<file path="src/rtl/int_ctrl.sv">
// Interrupt controller: synchronises and edge-detects IRQ lines, latches pending flags, and drives REQ/ADDR_INT until RTI.
// Optional non-maskable source is enabled by defining INT_NMI_EN.
module int_ctrl #(
    parameter int          NUM_IRQ  = 8,
    parameter logic [15:0] VEC_BASE = 16'hFFE0
) (
    input  logic               CLK,
    input  logic               RESET,
    input  logic [NUM_IRQ-1:0] IRQ_IN,
    input  logic               IE_WE,
    input  logic [NUM_IRQ-1:0] IE_DIN,
    input  logic [NUM_IRQ-1:0] IFG_CLR,
    input  logic               GIE,
    input  logic               RTI,
`ifdef INT_NMI_EN
    input  logic               NMI_IN,
`endif
    output logic               REQ,
    output logic [15:0]        ADDR_INT,
    output logic [NUM_IRQ-1:0] IFG,
    output logic [NUM_IRQ-1:0] IE,
    output logic               BUSY,
    output logic [1:0]         STATE_DBG
);

    typedef enum logic [1:0] {
        S_IDLE    = 2'd0,
        S_SERVICE = 2'd1,
        S_GAP     = 2'd2
    } state_t;

`ifdef INT_NMI_EN
    localparam int NL = NUM_IRQ + 1;
    logic [NL-1:0] lines;
    assign lines = {NMI_IN, IRQ_IN};
`else
    localparam int NL = NUM_IRQ;
    logic [NL-1:0] lines;
    assign lines = IRQ_IN;
`endif

    state_t             state_q, state_d;
    logic [NL-1:0]      s1_q, s2_q, prev_q, evt;
    logic [NUM_IRQ-1:0] ie_q, ie_d, ifg_q, ifg_d;
    logic [NUM_IRQ-1:0] elig, sel_onehot, disp_clr;
    logic [3:0]         sel_id;
    logic               dispatch;
    logic               req_q, req_d, busy_q, busy_d;
    logic [15:0]        addr_q, addr_d;

    always_ff @(posedge CLK or posedge RESET) begin
        if (RESET) begin
            s1_q   <= '0;
            s2_q   <= '0;
            prev_q <= '0;
        end else begin
            s1_q   <= lines;
            s2_q   <= s1_q;
            prev_q <= s2_q;
        end
    end

    assign evt = s2_q & ~prev_q;

    // A new event wins over any clear landing in the same cycle.
    assign ie_d  = IE_WE ? IE_DIN : ie_q;
    assign ifg_d = (ifg_q & ~IFG_CLR & ~disp_clr) | evt[NUM_IRQ-1:0];

    always_ff @(posedge CLK or posedge RESET) begin
        if (RESET) begin
            ie_q  <= '0;
            ifg_q <= '0;
        end else begin
            ie_q  <= ie_d;
            ifg_q <= ifg_d;
        end
    end

`ifdef INT_NMI_EN
    logic nmifg_q, nmifg_d;
    assign nmifg_d = evt[NUM_IRQ] | (nmifg_q & ~dispatch);
    always_ff @(posedge CLK or posedge RESET) begin
        if (RESET) nmifg_q <= 1'b0;
        else       nmifg_q <= nmifg_d;
    end
`endif

    // Highest index wins; the NMI pseudo-id 14 overrides every maskable source.
    always_comb begin
        elig       = ifg_q & ie_q & {NUM_IRQ{GIE}};
        sel_id     = 4'd0;
        sel_onehot = '0;
        for (int i = 0; i < NUM_IRQ; i++) begin
            if (elig[i]) begin
                sel_id        = 4'(i);
                sel_onehot    = '0;
                sel_onehot[i] = 1'b1;
            end
        end
        dispatch = (state_q == S_IDLE) && (|elig);
`ifdef INT_NMI_EN
        if (nmifg_q) begin
            sel_id     = 4'd14;
            sel_onehot = '0;
            dispatch   = (state_q == S_IDLE);
        end
`endif
        disp_clr = dispatch ? sel_onehot : '0;
    end

    always_comb begin
        state_d = state_q;
        case (state_q)
            S_IDLE:    if (dispatch) state_d = S_SERVICE;
            S_SERVICE: if (RTI)      state_d = S_GAP;
            S_GAP:                   state_d = S_IDLE;
            default:                 state_d = S_IDLE;
        endcase
    end

    always_comb begin
        req_d  = (state_d == S_SERVICE);
        busy_d = (state_d != S_IDLE);
        addr_d = dispatch ? (VEC_BASE + {11'b0, sel_id, 1'b0}) : addr_q;
    end

    always_ff @(posedge CLK or posedge RESET) begin
        if (RESET) begin
            state_q <= S_IDLE;
            req_q   <= 1'b0;
            busy_q  <= 1'b0;
            addr_q  <= 16'h0000;
        end else begin
            state_q <= state_d;
            req_q   <= req_d;
            busy_q  <= busy_d;
            addr_q  <= addr_d;
        end
    end

    assign REQ       = req_q;
    assign BUSY      = busy_q;
    assign ADDR_INT  = addr_q;
    assign IFG       = ifg_q;
    assign IE        = ie_q;
    assign STATE_DBG = state_q;

endmodule
</file>
<file path="config.mk">
export PLATFORM = sky130hd
export DESIGN_NAME = int_ctrl
export DESIGN_NICKNAME = d
export VERILOG_FILES = /design/src/rtl/int_ctrl.sv
export SDC_FILE = /design/constraint.sdc
export NUM_CORES = 1
export LEC_CHECK = 0
export BUFFER_PORTS_ARGS = -buffer_cell sky130_fd_sc_hd__buf_2
export CORE_MARGIN = 5
export CORE_UTILIZATION = 42
export DETAILED_ROUTE_END_ITERATION = 10
export PLACE_DENSITY = 0.66
export SETUP_SLACK_MARGIN = 0.3
export SYNTH_ARGS = -nofsm -noshare
export SYNTH_HDL_FRONTEND = slang
export SYNTH_SLANG_ARGS = --single-unit
</file>
<file path="constraint.sdc">
create_clock -name CLK -period 2.1 [get_ports CLK]
set_input_delay 0.315 -clock CLK [delete_from_list [all_inputs] [get_ports CLK]]
set_output_delay 0.315 -clock CLK [all_outputs]
set_load 0.1 [all_outputs]
</file>
==> run metrics <==
synthesized area=0.00181 mm^2; GRT Total Usage=0.134; Final setup viols=0; post-synthesis simple-gate area fraction=0.0727; drt drc=0; Async SR Flop Fraction=1.00; Synth Area in Compound Gates=0.110; crit-path cells=a22o_1 -> a221o_1 -> o31ai_4 -> buf_4 -> mux2i_1; final wirelength=3550 um; Max H-tree Level=2; fin crit share=0.828; vias in the first global route=1227; EDFF count, synth=0; Unique masters post-synth=28; total CTS buffers=5; synthesized instance count=138; remaining antenna violation count=0; largest family of logic cells by synthesized area=compound AO/OA/AOI/OAI gates; drt wl/cell=14.2 um; post-synth top area cell=dfrtp_1; critical path type=reg -> reg; dominant synthesized flop cell=dfrtp_1; post-route cell area=0.00228 mm^2; final hold vios=0; share of layout cells above drive strength 1=0.515; RSZ-0062 raised after global routing=no; MaxCap Viol Count=0; mux cell area share after synthesis=0.0637; Initial Util=0.442; Worst EP required=2.32 ns; CTS tree=done; core area=0.00409 mm^2; crit-path max FO=6; PwrDens=1270 mW/mm^2; first-pass GRT wire length=5660 um; GRT Residual Overflow=0; synthesized area per cell=13.1 um^2; ranking of synthesized cells by area=dfrtp_1 (66%), buf_4 (5.0%), mux2_2 (5.0%), inv_1 (3.5%), a32o_1 (2.8%); Longest Clk Path Bufs=2; antenna fix cells=0; Yosys Warn Count=0; Crit. End Element=flip-flop; Critical Path Source Type=flip-flop; Sink Count=48; worst hold path type=in -> async; DRT Pass-1 Iters=4; die span in y=75.6 um; register area=0.00123 mm^2; status=complete, no violations; Yosys reg bits=48; post-CTS setup buffers=0; critical path arrival=1.96 ns; multi-input combinational cell area=458 um^2; post-synthesis adder-cell area fraction=0; max incr delay on CP=0.49 ns; area of the die=0.00572 mm^2; post-layout min period=1.74 ns; Vias=1228; CP max stage cell=dfrtp_4; I/O Pins=65; xor and xnor fraction of the mapped netlist area=0; sequential area share after synthesis=0.664; initial antenna violation count=0; Yosys top cell area share=0.664; Layout fillers=362; largest net degree at the start of global routing=23; Clock Skews=0.00361 ns; leak pwr=0.00110 uW; DIE WIDTH=75.6 um; Post-CTS Hold Buffers=0; P&R area growth vs syn=26.0%; final net count=228; Placed Area=0.00215 mm^2; via/cell ratio=4.91; root buffer cell=clkbuf_8; Clk pin slew, worst setup/hold paths=0.08 ns; final setup TNS=0 ns; Buf+Inv Stages, Crit Path=1; f_max=575 MHz; Detail Placement HPWL=2850 um; VDD IR max=0.590 mV; Placer Congestion=0.787; Worst-Skew Late Latency=0.29 ns; row count=23; DRT iter0 DRCs=80; Port-buffer cells=62; Top delay family on crit path=compound AO/OA/AOI/OAI gates; Final Max Tran Viols=0
flip-flops by register name, indices dropped and copies added (netlist names):
name       count
BUSY           1
IE             8
ADDR_INT       4
REQ            1
prev_q         8
s1_q           8
STATE_DBG      2
s2_q           8
IFG            8
final timing paths:
kind	slack, ns	endpoint	start	depth (start not counted)
max	0.36	ADDR_INT[2]$_DFFE_PP0P_	IFG[3]$_DFF_PP0_	5
min	0.007	s1_q[0]$_DFF_PP0_	RESET	2
max reg2reg	0.36	ADDR_INT[2]$_DFFE_PP0P_	IFG[3]$_DFF_PP0_	5
min reg2reg	0.35	s2_q[5]$_DFF_PP0_	s1_q[5]$_DFF_PP0_	0
max in group asynchronous	1.44	IFG[6]$_DFF_PP0_	RESET	3
min in group CLK	0.12	s1_q[3]$_DFF_PP0_	IRQ_IN[3]	1
synthesized netlist by cell type (all sizes together) (2+ instances only):
cell type / number
mux2: 9
a32o: 5
nor2: 2
o21ai: 8
a22o: 3
nand2b: 3
nor2b: 3
nand3: 3
inv: 17
dfrtp: 48
nand2: 8
buf: 12
a221o: 2
a21boi: 2
per-stage QoR:
step                      power, uW  instances  setup WS [ns]  hold slack (ns)  utilization
after global routing           3010        250          0.301           0.0318        0.558
final                          2890        250          0.362          0.00700        0.558
after detailed placement       2220        242          0.347            0.336        0.525
after global placement         2200        242          0.398            0.331        0.525
after floorplan                2010        139          0.144            0.331            -
after CTS                      2920        250          0.328           0.0154        0.556
worst register-to-register path: stages (launching register included):
cell     delay [ns]
dfrtp_4        0.49
a22o_1         0.27
a221o_1        0.32
o31ai_4        0.22
buf_4          0.18
mux2i_1        0.18
what timing repair did:
item / 4_1_cts / 5_1_grt
resized for setup: 0 / 1
setup endpoints to repair: 0 / 2
endpoints found under the hold margin: 0 / 0
area by class of cell:
type / instances / share of cell area
sequential: 48 / 0.539
multi-input combinational: 61 / 0.201
timing repair buffer: 66 / 0.149
clock buffer: 7 / 0.0423
inverter: 17 / 0.0280
tap: 50 / 0.0275
clock inverter: 1 / 0.0132
power by group:
group | internal, uW | total [uW] | switching, uW | leakage [uW]
Clock | 420 | 699 | 280 | 0.0000645
Sequential | 1050 | 1130 | 77.7 | 0.000547
Combinational | 201 | 1070 | 869 | 0.000490
layer usage:
metal  routed length (um)  up-vias  track usage
met4                   51        0       0.0524
met3                  382        7       0.0515
li1                     -      572            -
met1                 1420      596        0.159
met2                 1700       53        0.222
met5                    0        -            0
logic make-up (layout without fill, tap and decap cells):
logic type             after synthesis  after routing
other                                1              2
flip-flops                          48             48
buffers and inverters               30             91
multiplexers                        10             10
AND/OR/NAND/NOR                     25             25
AO/OA/AOI/OAI                       24             24
placed cells by master, fill, tap and decap left out, types with 2 or more instances in the layout:
cell type   n
a21boi_0    2
a221o_1     2
a22o_1      3
a32o_1      5
buf_2      62
buf_4       4
clkbuf_8    7
conb_1      2
dfrtp_1    31
dfrtp_2    15
dfrtp_4     2
inv_1      16
mux2_2      8
nand2_1     8
nand2b_1    3
nand3_1     3
nor2_1      2
nor2b_1     3
o21ai_0     8
(Power assumes the default switching activity.)
